**src/rtl/keypad_scanner_4x4_if.sv**
```systemverilog
// ---------------------------------------------------------------------------
// keypad_scanner_4x4_if
//   Key-delivery bus between the 4x4 keypad scanner and the control logic
//   that consumes the key codes.
//
//   Signals:
//     key_code     4-bit key code = row*4 + col
//     key_valid    key available (pulse, or FIFO not empty when the FIFO is
//                  compiled in)
//     key_held     high while the accepted key is still pressed
//     key_rd       pop strobe from the consumer (FIFO build only)
//     key_overrun  sticky flag: a key was dropped
//
//   Modports:
//     master  scanner side (drives the key outputs, reads key_rd)
//     slave   consumer side (reads the key outputs, drives key_rd)
// ---------------------------------------------------------------------------
interface keypad_scanner_4x4_if;
    logic [3:0] key_code;
    logic       key_valid;
    logic       key_held;
    logic       key_rd;
    logic       key_overrun;

    modport master (
        output key_code,
        output key_valid,
        output key_held,
        output key_overrun,
        input  key_rd
    );

    modport slave (
        input  key_code,
        input  key_valid,
        input  key_held,
        input  key_overrun,
        output key_rd
    );
endinterface

```
**src/rtl/keypad_scanner_4x4.sv**
```systemverilog
// ---------------------------------------------------------------------------
// keypad_scanner_4x4
//   Column-scanning reader for a 4x4 active-low membrane keypad. One column
//   is driven low at a time; the rows are synchronised, sampled once per
//   column dwell, debounced for press and release, and the accepted key is
//   delivered as {row, col}.
//
//   Parameters:
//     SCAN_DIV        clocks per column dwell (2 .. 2^20)
//     DEBOUNCE_SCANS  consecutive matching samples to accept press/release
//                     (1 .. 15)
//
//   Ports:
//     clk         system clock
//     reiniciar   synchronous active-high reset
//     linha_in    keypad rows, active-low, asynchronous
//     coluna_out  column drive, active-low, one-cold, registered
//     key_if      key delivery bus (master modport)
//
//   Build option:
//     KEYPAD_FIFO_EN  when defined, accepted keys go into a 4-entry FIFO
//                     popped by key_rd; otherwise key_valid is a one-clock
//                     pulse and key_code holds the last key.
// ---------------------------------------------------------------------------
module keypad_scanner_4x4 #(
    parameter int SCAN_DIV       = 50000,
    parameter int DEBOUNCE_SCANS = 4
) (
    input  logic                        clk,
    input  logic                        reiniciar,
    input  logic [3:0]                  linha_in,
    output logic [3:0]                  coluna_out,
    keypad_scanner_4x4_if.master        key_if
);

    localparam int                CNT_W   = $clog2(SCAN_DIV);
    localparam logic [CNT_W-1:0]  CNT_MAX = CNT_W'(SCAN_DIV - 1);
    localparam logic [3:0]        DEB_MAX = 4'(DEBOUNCE_SCANS);

    typedef enum logic [1:0] {
        ST_SCAN     = 2'd0,
        ST_DEBOUNCE = 2'd1,
        ST_PRESSED  = 2'd2
    } state_e;

    logic [3:0]       sync1_q, sync2_q;
    logic [CNT_W-1:0] cnt_q, cnt_d;
    logic [1:0]       idx_q, idx_d;
    state_e           state_q, state_d;
    logic [1:0]       row_q, row_d;
    logic [1:0]       col_q, col_d;
    logic [3:0]       match_q, match_d;
    logic [3:0]       rel_q, rel_d;
    logic [3:0]       coluna_q, coluna_d;
    logic             key_held_q, key_held_d;

    logic             tick_s;
    logic             any_low_s;
    logic [1:0]       low_row_s;
    logic             latched_low_s;
    logic             emit_s;
    logic [3:0]       emit_code_s;

    assign tick_s        = (cnt_q == CNT_MAX);
    assign any_low_s     = (sync2_q != 4'hF);
    assign latched_low_s = ~sync2_q[row_q];
    assign emit_code_s   = {row_d, col_d};

    // Lowest-index low row wins when several rows are pressed together.
    always_comb begin
        low_row_s = 2'd3;
        if (!sync2_q[0]) begin
            low_row_s = 2'd0;
        end else if (!sync2_q[1]) begin
            low_row_s = 2'd1;
        end else if (!sync2_q[2]) begin
            low_row_s = 2'd2;
        end else begin
            low_row_s = 2'd3;
        end
    end

    // Dwell divider and registered column drive.
    always_comb begin
        cnt_d = cnt_q;
        if (tick_s) begin
            cnt_d = '0;
        end else begin
            cnt_d = cnt_q + CNT_W'(1);
        end
        // The drive follows idx one clock late, so columns change the clock after a tick.
        coluna_d = ~(4'b0001 << idx_q);
    end

    // Scan / debounce / pressed next-state logic; everything moves only on tick.
    always_comb begin
        state_d = state_q;
        idx_d   = idx_q;
        row_d   = row_q;
        col_d   = col_q;
        match_d = match_q;
        rel_d   = rel_q;
        emit_s  = 1'b0;
        case (state_q)
            ST_SCAN: begin
                if (tick_s && any_low_s) begin
                    row_d   = low_row_s;
                    col_d   = idx_q;
                    match_d = 4'd1;
                    rel_d   = 4'd0;
                    if (DEB_MAX == 4'd1) begin
                        emit_s  = 1'b1;
                        state_d = ST_PRESSED;
                    end else begin
                        state_d = ST_DEBOUNCE;
                    end
                end else if (tick_s) begin
                    idx_d = idx_q + 2'd1;
                end else begin
                    idx_d = idx_q;
                end
            end
            ST_DEBOUNCE: begin
                if (tick_s && latched_low_s) begin
                    match_d = match_q + 4'd1;
                    if ((match_q + 4'd1) == DEB_MAX) begin
                        emit_s  = 1'b1;
                        rel_d   = 4'd0;
                        state_d = ST_PRESSED;
                    end else begin
                        state_d = ST_DEBOUNCE;
                    end
                end else if (tick_s) begin
                    // Bounce: abandon the candidate and resume scanning at the next column.
                    match_d = 4'd0;
                    idx_d   = idx_q + 2'd1;
                    state_d = ST_SCAN;
                end else begin
                    state_d = ST_DEBOUNCE;
                end
            end
            ST_PRESSED: begin
                if (tick_s && !latched_low_s) begin
                    if ((rel_q + 4'd1) == DEB_MAX) begin
                        rel_d   = 4'd0;
                        idx_d   = idx_q + 2'd1;
                        state_d = ST_SCAN;
                    end else begin
                        rel_d = rel_q + 4'd1;
                    end
                end else if (tick_s) begin
                    rel_d = 4'd0;
                end else begin
                    rel_d = rel_q;
                end
            end
            default: begin
                state_d = ST_SCAN;
            end
        endcase
        key_held_d = (state_d == ST_PRESSED);
    end

    // Synchroniser, divider, column drive and scanner state registers.
    always_ff @(posedge clk) begin
        if (reiniciar) begin
            sync1_q    <= 4'hF;
            sync2_q    <= 4'hF;
            cnt_q      <= '0;
            idx_q      <= 2'd0;
            state_q    <= ST_SCAN;
            row_q      <= 2'd0;
            col_q      <= 2'd0;
            match_q    <= 4'd0;
            rel_q      <= 4'd0;
            coluna_q   <= 4'b1110;
            key_held_q <= 1'b0;
        end else begin
            sync1_q    <= linha_in;
            sync2_q    <= sync1_q;
            cnt_q      <= cnt_d;
            idx_q      <= idx_d;
            state_q    <= state_d;
            row_q      <= row_d;
            col_q      <= col_d;
            match_q    <= match_d;
            rel_q      <= rel_d;
            coluna_q   <= coluna_d;
            key_held_q <= key_held_d;
        end
    end

    assign coluna_out      = coluna_q;
    assign key_if.key_held = key_held_q;

`ifdef KEYPAD_FIFO_EN
    logic [3:0] fifo_q [0:3];
    logic [3:0] fifo_d [0:3];
    logic [1:0] wr_ptr_q, wr_ptr_d;
    logic [1:0] rd_ptr_q, rd_ptr_d;
    logic [2:0] count_q, count_d;
    logic       overrun_q, overrun_d;
    logic       full_s, empty_s, push_s, pop_s;

    assign full_s  = (count_q == 3'd4);
    assign empty_s = (count_q == 3'd0);
    assign pop_s   = key_if.key_rd && !empty_s;
    // A pop in the same clock frees the slot, so emit-while-full still lands.
    assign push_s  = emit_s && (!full_s || pop_s);

    // FIFO pointers, occupancy and overrun flag.
    always_comb begin
        fifo_d = fifo_q;
        if (push_s) begin
            fifo_d[wr_ptr_q] = emit_code_s;
            wr_ptr_d         = wr_ptr_q + 2'd1;
        end else begin
            wr_ptr_d = wr_ptr_q;
        end
        if (pop_s) begin
            rd_ptr_d = rd_ptr_q + 2'd1;
        end else begin
            rd_ptr_d = rd_ptr_q;
        end
        case ({push_s, pop_s})
            2'b10:   count_d = count_q + 3'd1;
            2'b01:   count_d = count_q - 3'd1;
            default: count_d = count_q;
        endcase
        if (emit_s && full_s && !pop_s) begin
            overrun_d = 1'b1;
        end else begin
            overrun_d = overrun_q;
        end
    end

    // FIFO storage and control registers.
    always_ff @(posedge clk) begin
        if (reiniciar) begin
            for (int i = 0; i < 4; i++) begin
                fifo_q[i] <= 4'd0;
            end
            wr_ptr_q  <= 2'd0;
            rd_ptr_q  <= 2'd0;
            count_q   <= 3'd0;
            overrun_q <= 1'b0;
        end else begin
            fifo_q    <= fifo_d;
            wr_ptr_q  <= wr_ptr_d;
            rd_ptr_q  <= rd_ptr_d;
            count_q   <= count_d;
            overrun_q <= overrun_d;
        end
    end

    assign key_if.key_code    = fifo_q[rd_ptr_q];
    assign key_if.key_valid   = !empty_s;
    assign key_if.key_overrun = overrun_q;
`else
    logic [3:0] key_code_q, key_code_d;
    logic       key_valid_q, key_valid_d;
    logic       unused_key_rd_s;

    assign unused_key_rd_s = key_if.key_rd;

    // Last-key register and one-clock valid pulse.
    always_comb begin
        if (emit_s) begin
            key_code_d = emit_code_s;
        end else begin
            key_code_d = key_code_q;
        end
        key_valid_d = emit_s;
    end

    // Key output registers.
    always_ff @(posedge clk) begin
        if (reiniciar) begin
            key_code_q  <= 4'd0;
            key_valid_q <= 1'b0;
        end else begin
            key_code_q  <= key_code_d;
            key_valid_q <= key_valid_d;
        end
    end

    assign key_if.key_code    = key_code_q;
    assign key_if.key_valid   = key_valid_q;
    assign key_if.key_overrun = 1'b0;
`endif

endmodule

```
**src/flat_wrapper.sv**
```systemverilog
// flat-port wrapper written by rule: the top's interface ports become plain ports
module keypad_scanner_4x4_flat 
#(
    parameter int SCAN_DIV       = 50000,
    parameter int DEBOUNCE_SCANS = 4
)
  (clk, reiniciar, linha_in, coluna_out, key_if_key_code, key_if_key_valid, key_if_key_held, key_if_key_overrun, key_if_key_rd);
  keypad_scanner_4x4_if key_if_i ();
  input  logic clk;
  input  logic reiniciar;
  input  logic [3:0] linha_in;
  output logic [3:0] coluna_out;
  output wire logic [$bits(key_if_i.key_code)-1:0] key_if_key_code;
  output wire logic [$bits(key_if_i.key_valid)-1:0] key_if_key_valid;
  output wire logic [$bits(key_if_i.key_held)-1:0] key_if_key_held;
  output wire logic [$bits(key_if_i.key_overrun)-1:0] key_if_key_overrun;
  input wire logic [$bits(key_if_i.key_rd)-1:0] key_if_key_rd;
  assign key_if_key_code = key_if_i.key_code;
  assign key_if_key_valid = key_if_i.key_valid;
  assign key_if_key_held = key_if_i.key_held;
  assign key_if_key_overrun = key_if_i.key_overrun;
  assign key_if_i.key_rd = key_if_key_rd;
  keypad_scanner_4x4 #(.SCAN_DIV(SCAN_DIV), .DEBOUNCE_SCANS(DEBOUNCE_SCANS)) u_core (.clk(clk), .reiniciar(reiniciar), .linha_in(linha_in), .coluna_out(coluna_out), .key_if(key_if_i));
endmodule
```
**config.mk**
```make
export PLATFORM = sky130hd
export DESIGN_NAME = keypad_scanner_4x4_flat
export DESIGN_NICKNAME = d
export VERILOG_FILES = /design/src/rtl/keypad_scanner_4x4_if.sv /design/src/rtl/keypad_scanner_4x4.sv /design/src/flat_wrapper.sv
export SDC_FILE = /design/constraint.sdc
export NUM_CORES = 1
export LEC_CHECK = 0
export CORE_UTILIZATION = 41
export DETAILED_ROUTE_END_ITERATION = 6
export REMOVE_ABC_BUFFERS = 1
export SYNTH_ARGS = -nofsm -noshare
export SYNTH_HDL_FRONTEND = slang
export SYNTH_SLANG_ARGS = --single-unit
export TNS_END_PERCENT = 10
```
**constraint.sdc**
```tcl
create_clock -name clk -period 2.2 [get_ports clk]
set_input_delay 0.44 -clock clk [delete_from_list [all_inputs] [get_ports clk]]
set_output_delay 0.44 -clock clk [all_outputs]
set_load 0.01 [all_outputs]
```
==> PnR_summary.wiki, run 1 <==
{| class="wikitable"
! Metric !! Value
|-
| Result of the run || finished, final reports clean
|-
| Routed vias/inst || 5.059
|-
| Comb power frac || 0.044
|-
| CTS tree || built
|-
| Synth Register Bits || 50
|-
| Clock share of power || 0.347
|-
| Met2 capacity usage during global routing || 0.2496
|-
| Clk pin slew, worst setup/hold paths || 0.09 ns
|-
| Fin nets || 298
|-
| Layout cell share with drive strength beyond 1 || 0.1479
|-
| Proportion of synthesized flip-flops having asynchronous set or reset || 0
|-
| Critical path required time || 2.40 ns
|-
| Signed area change from the synthesized netlist to the final layout || 14.35%
|-
| Worst supply voltage drop on vdd || 0.0002965 V
|-
| Data arrival, critical path || 2.24 ns
|-
| Busiest layer in global routing || met2
|-
| CP bufs+invs || 0
|-
| Number of buffers inserted during clock tree synthesis || 5
|-
| Via Count || 1801
|-
| DP Wirelength || 3.047 mm
|-
| Number of enable-type register cells in the synthesized netlist || 0
|-
| Via count of the first global-routing pass || 1636
|-
| Count of clock tree sinks || 50
|-
| Maximum achievable frequency || 0.4919 GHz
|-
| Number of different library cells in the post-synthesis netlist || 52
|-
| Finished Core Util || 0.4876
|-
| Synth warnings || 0
|-
| Final count of hold timing violations || 0
|-
| Number of buffers added on ports || 15
|-
| Drt initial violations || 53
|-
| Number of search-and-repair iterations in the first detailed-routing pass || 4
|-
| Number of I/O pins || 18
|-
| GRT met1 Usage || 0.1906
|-
| Family with the most delay on the worst path || compound AO/OA/AOI/OAI gates
|-
| Effective utilization at floorplan || 0.4264
|-
| Final estimated routing congestion in global placement || 0.7824
|-
| GR Layer Usage met3 || 0.02941
|-
| Largest driver fanout on the critical path || 7
|-
| Maximum number of pins on one net before global-route repair || 22
|-
| Unrepaired setup endpoints after global routing || no
|-
| Critical setup path kind || register to register
|-
| Final min period || 2.033 ns
|-
| Top library cells by usage in the layout, fill and taps aside || 50 x sky130_fd_sc_hd__dfxtp_1, 25 x sky130_fd_sc_hd__nor2_1, 21 x sky130_fd_sc_hd__nand2_1, 16 x sky130_fd_sc_hd__a21oi_1, 15 x sky130_fd_sc_hd__clkdlybuf4s50_1
|-
| Sequential element share of the synthesized area || 0.4237
|-
| Remaining antenna violation count after routing || 0
|-
| Final number of max-transition violations || 0
|-
| Leakage power of the design || 0.9576 nW
|-
| Horiz. Die Dim || 77.91 µm
|-
| Final cycle utilization of the critical path || 0.9241
|-
| Master cell of the clock root buffer || sky130_fd_sc_hd__clkbuf_8
|-
| DRC violation count after routing || 0
|-
| Average cell area after synthesis || 9.051 µm²
|-
| First-pass GRT wire length || 7.376 mm
|-
| Final WL || 4.237 mm
|-
| Antenna violations before repair || 0
|-
| N_diodes || 0
|-
| Total number of placement rows || 27
|-
| Number of endpoints failing setup at the final stage || 0
|-
| Setup TNS || 0 ns
|-
| All-Layer GR Usage || 0.1532
|-
| Count of fill cells added during filler insertion || 527
|-
| Core ar. || 5540 µm²
|-
| H-tree Lvls || 2
|-
| Hold bufs inserted after CTS || 0
|-
| Switching portion of total power || 0.2268
|-
| Slowest CP cell || sky130_fd_sc_hd__dfxtp_1
|-
| Post-cts repair resize count || 0
|-
| Area of the mapped netlist || 2362 µm²
|-
| Final routed wire length divided by cell count || 11.90 µm
|-
| Power density cells || 560.4 nW/µm²
|-
| Power dissipated by switching net loads || 0.0003433 W
|-
| Worst min path class || register to register
|-
| Final setup skew || 0.009942 ns
|-
| Share of total power in sequential cells || 0.608
|-
| Internal power summed over all cells || 0.001171 W
|-
| Delay of the slowest cell on the worst path || 0.37 ns
|-
| Ordered list of cells on the worst path || ha_1 -> nand2b_1 -> o32ai_1 -> nand3_1 -> a211oi_2 -> mux2_1
|-
| Max-cap violations || 0
|-
| Startpoint kind of the worst setup timing path || register
|-
| Number of buffers between clock root and the deepest sink || 2
|-
| Clock latency on the worst-skew pair || 0.31 ns
|-
| Overall overflow remaining after global route || 0
|-
| Post-synthesis cell count || 261
|-
| Most frequent standard cell in the layout excluding fill and tap cells || sky130_fd_sc_hd__dfxtp_1
|-
| Nature of the critical path endpoint || register
|-
| Die span in y || 77.91 µm
|-
| Primary flip-flop cell chosen by synthesis mapping || sky130_fd_sc_hd__dfxtp_1
|-
| Die area || 6069 µm²
|-
| Setup fix buffers added after clock tree synthesis || 0
|}
==> cell usage after synthesis (5+ instances only) <==
cell type	n	area, µm²
sky130_fd_sc_hd__dfxtp_1	50	1001
sky130_fd_sc_hd__nor2_1	25	93.84
sky130_fd_sc_hd__nand2_1	21	78.83
sky130_fd_sc_hd__a21oi_1	16	80.08
sky130_fd_sc_hd__nand3_1	14	70.07
sky130_fd_sc_hd__nand2b_1	10	62.56
sky130_fd_sc_hd__o21ai_1	9	45.04
sky130_fd_sc_hd__or2_2	9	56.30
sky130_fd_sc_hd__ha_1	8	100.1
sky130_fd_sc_hd__inv_1	7	26.28
sky130_fd_sc_hd__xor2_1	7	61.31
sky130_fd_sc_hd__clkbuf_1	6	22.52
sky130_fd_sc_hd__and3_1	5	31.28
sky130_fd_sc_hd__nand4_1	5	31.28
==> stage by stage <==
| stage | instances | power (W) | hold WS [ns] | instance area [µm²] | worst slack [ns] |
|---|---|---|---|---|---|
| after floorplan | 251 | 0.0009761 | 0.3895 | 2296 | 0.1631 |
| after global placement | 348 | 0.001011 | 0.3918 | 2611 | 0.2072 |
| after detailed placement | 348 | 0.001011 | 0.3947 | 2611 | 0.1489 |
| after CTS | 356 | 0.001544 | 0.4176 | 2701 | 0.1326 |
| after global routing | 356 | 0.001584 | 0.4311 | 2701 | 0.06294 |
| final | 356 | 0.001514 | 0.4056 | 2701 | 0.1671 |
==> layout make-up <==
type | count | area (µm²) | area share
inverter | 7 | 26.28 | 0.009727
timing repair buffer | 25 | 225.2 | 0.08337
sequential | 50 | 1001 | 0.3705
clock inverter | 3 | 21.27 | 0.007874
tap | 72 | 90.09 | 0.03335
clock buffer | 5 | 68.82 | 0.02547
multi-input combinational | 194 | 1269 | 0.4697
==> routing by layer <==
layer  share of wire  wire length (µm)
met3           0.022                95
met2            0.46              1954
met4           0.023                99
met5               0                 0
met1            0.49              2087
==> cell families (layout without fill, tap and decap cells) <==
| logic type | after synthesis | count (layout) | synth area share |
|---|---|---|---|
| buffers and inverters | 17 | 40 | 0.03920 |
| other | 1 | 1 | 0.001587 |
| adders and majority gates | 8 | 8 | 0.04237 |
| and+or+nand+nor | 120 | 120 | 0.2918 |
| xor gates and xnor gates | 11 | 11 | 0.04078 |
| muxes | 6 | 6 | 0.02754 |
| AOI/OAI and AO/OA | 48 | 48 | 0.1330 |
| DFF | 50 | 50 | 0.4237 |
==> flip-flops by register name, indices dropped and copies added (netlist names), 4 cells and up <==
name                    count
u_core.cnt_q               16
u_core.coluna_out           4
u_core.key_if.key_code      4
u_core.match_q              4
u_core.rel_q                4
u_core.sync1_q              4
u_core.sync2_q              4
==> path summary, 6_finish.rpt <==
path                                         from                 to  slack (ns)  cells after the start
worst max-delay path              u_core.rel_q[0]    u_core.idx_q[0]        0.17                      6
worst max register to register    u_core.rel_q[0]    u_core.idx_q[0]        0.17                      6
worst min register to register  u_core.sync1_q[2]  u_core.sync2_q[2]        0.41                      1
worst min-delay path            u_core.sync1_q[2]  u_core.sync2_q[2]        0.41                      1
==> power groups by stage <==
stage          registers (W)  logic (W)  clock network [W]
2_1_floorplan       0.000943  0.0000336                  0
3_3_place_gp        0.000942  0.0000685                  0
3_5_place_dp        0.000943  0.0000680                  0
4_1_cts             0.000922  0.0000683           0.000554
5_1_grt             0.000923  0.0000762           0.000585
6_report            0.000921  0.0000670           0.000526
(Power assumes the default switching activity.)
==> run 2: changes to the inputs <==
Settings changed: DONT_BUFFER_PORTS set to 1.
==> run 2 against run 1 <==
  * First-iteration DRC count grew 64%
  * Clock power grew 8.6%
  * Design area shrank 5.7%
  * Utilization shrank 2.8 points
  * Final cell count shrank 4.5%
  * Critical endpoint unchanged
  * Largest cell class unchanged
==> PnR_summary.wiki, run 2 (same netlist as run 1, synthesis figures left out) <==
{| class="wikitable"
! Metric !! Value
|-
| Drt initial violations || 87
|-
| Clk pin slew, worst setup/hold paths || 0.10 ns
|-
| Routed vias/inst || 5.112
|-
| Critical path required time || 2.40 ns
|-
| Final routed wire length divided by cell count || 12.44 µm
|-
| Layout cell share with drive strength beyond 1 || 0.1498
|-
| Design area || 2547 µm²
|-
| CTS tree || built
|-
| Final min period || 2.023 ns
|-
| Count of clock tree sinks || 50
|-
| Largest driver fanout on the critical path || 7
|-
| Total area of sequential cells || 1001 µm²
|-
| Via count of the first global-routing pass || 1665
|-
| Most frequent standard cell in the layout excluding fill and tap cells || sky130_fd_sc_hd__dfxtp_1
|-
| Power dissipated by switching net loads || 0.0003421 W
|-
| Area occupied by multi-input gates || 1269 µm²
|-
| Result of the run || finished, final reports clean
|-
| Slowest CP cell || sky130_fd_sc_hd__dfxtp_1
|-
| Master cell of the clock root buffer || sky130_fd_sc_hd__clkbuf_8
|-
| Die area || 6069 µm²
|-
| Setup fix buffers added after clock tree synthesis || 0
|-
| First-pass GRT wire length || 7.472 mm
|-
| Via Count || 1738
|-
| Number of buffers between clock root and the deepest sink || 2
|-
| Comb power frac || 0.030
|-
| Final setup skew || 0.01139 ns
|-
| Placed Cells incl. Taps || 331
|-
| Core ar. || 5540 µm²
|-
| Top library cells by usage in the layout, fill and taps aside || 50 x sky130_fd_sc_hd__dfxtp_1, 25 x sky130_fd_sc_hd__nor2_1, 21 x sky130_fd_sc_hd__nand2_1, 16 x sky130_fd_sc_hd__a21oi_1, 14 x sky130_fd_sc_hd__nand3_1
|-
| Placed inst area || 2446 µm²
|-
| Number of endpoints failing setup at the final stage || 0
|-
| Final number of max-transition violations || 0
|-
| Number of buffers added on ports || 0
|-
| Critical setup path kind || register to register
|-
| Signed area change from the synthesized netlist to the final layout || 7.839%
|-
| Delay of the slowest cell on the worst path || 0.37 ns
|-
| Die span in y || 77.91 µm
|-
| Worst supply voltage drop on vdd || 0.0003486 V
|-
| Data arrival, critical path || 2.22 ns
|-
| Worst min path class || primary input to register
|-
| Max-slew headroom || 0.6725
|-
| Nature of the critical path endpoint || register
|-
| Clock latency on the worst-skew pair || 0.30 ns
|-
| Antenna violations before repair || 1
|-
| Unrepaired setup endpoints after global routing || no
|-
| Number of cells in the finished layout apart from fillers || 340
|-
| DP Wirelength || 2.937 mm
|-
| Finished Core Util || 0.4598
|-
| Startpoint kind of the worst setup timing path || register
|-
| All-Layer GR Usage || 0.1557
|-
| Ordered list of cells on the worst path || ha_1 -> nand2b_1 -> o32ai_1 -> nand3_1 -> a211oi_2 -> mux2_1
|-
| Effective utilization at floorplan || 0.4264
|-
| Worst-Margin Slew || 0.4846 ns
|-
| Worst hold margin || 0.1883 ns
|-
| CP bufs+invs || 0
|-
| Leakage power of the design || 0.8951 nW
|-
| Maximum achievable frequency || 0.4942 GHz
|-
| Maximum number of pins on one net before global-route repair || 39
|-
| Share of total power in sequential cells || 0.599
|-
| Power density cells || 604.0 nW/µm²
|-
| Number of buffers inserted during clock tree synthesis || 5
|-
| Overall overflow remaining after global route || 0
|-
| DRC violation count after routing || 0
|-
| Register bank with the most flops || u_core.cnt_q
|-
| Family with the most delay on the worst path || compound AO/OA/AOI/OAI gates
|-
| Post-cts repair resize count || 0
|-
| Total number of placement rows || 27
|-
| Internal power summed over all cells || 0.001197 W
|-
| Count of fill cells added during filler insertion || 561
|-
| Horiz. Die Dim || 77.91 µm
|-
| Remaining antenna violation count after routing || 0
|-
| Fin nets || 281
|-
| Setup TNS || 0 ns
|-
| Clock share of power || 0.371
|-
| Final count of hold timing violations || 0
|-
| Final WL || 4.228 mm
|-
| Final estimated routing congestion in global placement || 0.7587
|-
| Number of I/O pins || 18
|-
| H-tree Lvls || 2
|-
| Max-cap violations || 0
|-
| Number of search-and-repair iterations in the first detailed-routing pass || 4
|-
| Switching portion of total power || 0.2223
|-
| Flip-flop count of the largest register, all copies and words added || 16
|-
| Final cycle utilization of the critical path || 0.9197
|-
| Hold bufs inserted after CTS || 0
|}
-- run 2: changes by cell type in the layout (fill, tap and decap cells not counted), sizes merged --
cell           change
buf                -2
clkbuf             +1
clkdlybuf4s50     -15
clkinv             -2
diode              +1
inv                +1
-- run 2: cell type report --
type | instances | share of cell area
Antenna cell | 1 | 0.0009823
Clock buffer | 6 | 0.03242
Clock inverter | 2 | 0.006385
Inverter | 7 | 0.01031
Multi-Input combinational cell | 194 | 0.4980
Sequential cell | 50 | 0.3929
Tap cell | 72 | 0.03536
Timing Repair Buffer | 8 | 0.02358
-- run 2: power groups by stage --
stage / logic, W / registers (W) / clock network (W)
2_1_floorplan: 0.0000336 / 0.000943 / 0
3_3_place_gp: 0.0000473 / 0.000942 / 0
3_5_place_dp: 0.0000467 / 0.000943 / 0
4_1_cts: 0.0000470 / 0.000922 / 0.000594
5_1_grt: 0.0000529 / 0.000924 / 0.000639
6_report: 0.0000465 / 0.000921 / 0.000571
-- run 2: path summary, 6_finish.rpt --
kind | startpoint | endpoint | slack, ns | depth (start not counted)
hold / removal | reiniciar | u_core.rel_q[2] | 0.19 | 1
setup reg to reg | u_core.rel_q[0] | u_core.idx_q[0] | 0.18 | 6
setup / recovery | u_core.rel_q[0] | u_core.idx_q[0] | 0.18 | 6
hold reg to reg | u_core.sync1_q[2] | u_core.sync2_q[2] | 0.41 | 1
-- run 2: stage by stage --
stage	setup slack, ns	total power, W
floorplan	0.1631	0.0009761
global placement	0.2075	0.0009897
detailed placement	0.1689	0.0009894
CTS	0.1528	0.001563
global route	0.05975	0.001615
finish	0.1767	0.001539
-- run 2: layer usage --
metal / track usage / part of all wire / up-vias
met4: 0.06111 / 0.017 / 0
met1: 0.1954 / 0.49 / 783
met2: 0.2504 / 0.45 / 29
met3: 0.04471 / 0.037 / 7
met5: 0 / 0 / -
li1: - / - / 919
==> run 3: changes to the inputs <==
Settings changed: CORE_UTILIZATION 41 to 39.
Clock period 2.2 ns to 2.3 ns, I/O delays scaled along.
==> run 3 against run 2 <==
  * Maximum frequency is 1.5% higher
  * Hold slack better by 0.020 ns
  * First-iteration DRC count is 15% higher
  * Clock skew is 0.0023 ns lower
  * Critical path depth stayed put
==> PnR_summary.wiki, run 3 (same netlist as run 1, synthesis figures left out) <==
{| class="wikitable"
! Metric !! Value
|-
| Result of the run || finished, final reports clean
|-
| Register bank with the most flops || u_core.cnt_q
|-
| Effective utilization at floorplan || 0.4162
|-
| Largest driver fanout on the critical path || 7
|-
| Data arrival, critical path || 2.19 ns
|-
| Final WL || 4.213 mm
|-
| H-tree Lvls || 2
|-
| Most frequent standard cell in the layout excluding fill and tap cells || sky130_fd_sc_hd__dfxtp_1
|-
| First-pass GRT wire length || 7.258 mm
|-
| Final cycle utilization of the critical path || 0.8664
|-
| Worst min path class || primary input to register
|-
| Worst supply voltage drop on vdd || 0.0003188 V
|-
| Signed area change from the synthesized netlist to the final layout || 6.727%
|-
| Overall power consumption || 0.001551 W
|-
| Clk pin slew, worst setup/hold paths || 0.09 ns
|-
| Cells on Worst Hold Path || 1
|-
| Total number of placement rows || 27
|-
| Overall overflow remaining after global route || 0
|-
| Number of buffers between clock root and the deepest sink || 2
|-
| Final setup skew || 0.009099 ns
|-
| N_diodes || 0
|-
| CTS tree || built
|-
| Amount of wire on met2 after detailed routing || 1.866 mm
|-
| Startpoint kind of the worst setup timing path || register
|-
| Placed inst area || 2409 µm²
|-
| Top library cells by usage in the layout, fill and taps aside || 50 x sky130_fd_sc_hd__dfxtp_1, 25 x sky130_fd_sc_hd__nor2_1, 21 x sky130_fd_sc_hd__nand2_1, 16 x sky130_fd_sc_hd__a21oi_1, 14 x sky130_fd_sc_hd__nand3_1
|-
| Switching portion of total power || 0.1982
|-
| Count of clock tree sinks || 50
|-
| Critical Path Source || u_core.rel_q[0]
|-
| Via count of the first global-routing pass || 1552
|-
| All-Layer GR Usage || 0.1452
|-
| Max-slew headroom || 0.5796
|-
| Internal power summed over all cells || 0.001243 W
|-
| Final estimated routing congestion in global placement || 0.7494
|-
| Final min period || 1.993 ns
|-
| Core ar. || 5675 µm²
|-
| Fin nets || 276
|-
| Layout cell share with drive strength beyond 1 || 0.1303
|-
| Count of fill cells added during filler insertion || 542
|-
| Die span in y || 79.83 µm
|-
| Hold bufs inserted after CTS || 0
|-
| Worst flop-to-flop path startpoint || u_core.rel_q[0]
|-
| Flip-flop count of the largest register, all copies and words added || 16
|-
| Power dissipated by switching net loads || 0.0003073 W
|-
| Routed vias/inst || 5.189
|-
| Final count of hold timing violations || 0
|-
| Detailed-routed wire length on met3 || 162 µm
|-
| Maximum number of pins on one net before global-route repair || 39
|-
| R2R cell count || 6
|-
| Number of I/O pins || 18
|-
| Number of search-and-repair iterations in the first detailed-routing pass || 4
|-
| Share of total power in sequential cells || 0.568
|-
| Maximum achievable frequency || 0.5018 GHz
|-
| Critical setup path kind || register to register
|-
| DP Wirelength || 2.887 mm
|-
| Uppermost routed layer || met4
|-
| DRC violation count after routing || 0
|-
| Met1 routed wirelength after detailed routing || 2.136 mm
|-
| Power density cells || 615.1 nW/µm²
|-
| Clock share of power || 0.403
|-
| Comb power frac || 0.028
|-
| Antenna violations before repair || 0
|-
| Clock latency on the worst-skew pair || 0.30 ns
|-
| Final number of max-transition violations || 0
|-
| Setup TNS || 0 ns
|-
| Horiz. Die Dim || 79.83 µm
|-
| Die area || 6372 µm²
|-
| Number of endpoints failing setup at the final stage || 0
|-
| Hold path start || reiniciar
|-
| Number of buffers inserted during clock tree synthesis || 5
|-
| Number of buffers added on ports || 0
|-
| Remaining antenna violation count after routing || 0
|-
| Drt initial violations || 100
|-
| Master cell of the clock root buffer || sky130_fd_sc_hd__clkbuf_8
|-
| Worst hold margin || 0.2085 ns
|-
| Leakage power of the design || 0.8792 nW
|-
| Final routed wire length divided by cell count || 12.65 µm
|-
| Post-cts repair resize count || 0
|-
| Unrepaired setup endpoints after global routing || no
|-
| Via Count || 1728
|-
| Worst-Margin Slew || 0.6292 ns
|-
| Critical path required time || 2.49 ns
|-
| Setup fix buffers added after clock tree synthesis || 0
|-
| Max-cap violations || 0
|-
| Design area || 2521 µm²
|-
| Nature of the critical path endpoint || register
|}
==> run 3: final timing paths <==
kind                            end  slack, ns
setup / recovery    u_core.idx_q[0]       0.31
hold / removal      u_core.rel_q[2]       0.21
setup reg to reg    u_core.idx_q[0]       0.31
hold reg to reg   u_core.sync2_q[3]       0.41
==> run 3: power by group through the flow <==
stage	sequential (W)	combinational [W]	clock [W]
after global routing	0.000883	0.0000495	0.000688
after detailed placement	0.000902	0.0000429	0
final	0.000881	0.0000441	0.000625
after CTS	0.000881	0.0000435	0.000651
after global placement	0.000901	0.0000434	0
after floorplan	0.000902	0.0000321	0
==> run 3: stage by stage <==
stage / util / instances / setup slack (ns)
6_report: 0.4442 / 333 / 0.3072
5_1_grt: 0.4442 / 333 / 0.1064
4_1_cts: 0.4442 / 333 / 0.2978
3_5_place_dp: 0.4244 / 326 / 0.3080
3_3_place_gp: 0.4244 / 326 / 0.3483
2_1_floorplan: - / 251 / 0.2631
==> run 3: critical path: stages, from the launching register on <==
cell and delay [ns]:
sky130_fd_sc_hd__dfxtp_1 0.37, sky130_fd_sc_hd__ha_1 0.23, sky130_fd_sc_hd__nand2b_1 0.16, sky130_fd_sc_hd__o32ai_1 0.31
sky130_fd_sc_hd__nand3_1 0.15, sky130_fd_sc_hd__a211oi_2 0.32, sky130_fd_sc_hd__mux2_1 0.34
==> run 3: cell type report <==
type	count	area, µm²	share of cell area
clock buffer	6	82.58	0.03275
clock inverter	1	30.03	0.01191
inverter	7	26.28	0.01042
multi-input combinational	194	1269	0.5032
sequential	50	1001	0.3970
tap	72	90.09	0.03573
timing repair buffer	3	22.52	0.008933
==> run 3: layer usage <==
metal / vias to the layer above / global-route usage
li1: 907 / -
met1: 784 / 0.1968
met2: 33 / 0.2256
met3: 4 / 0.03314
met4: 0 / 0.04821
met5: - / 0
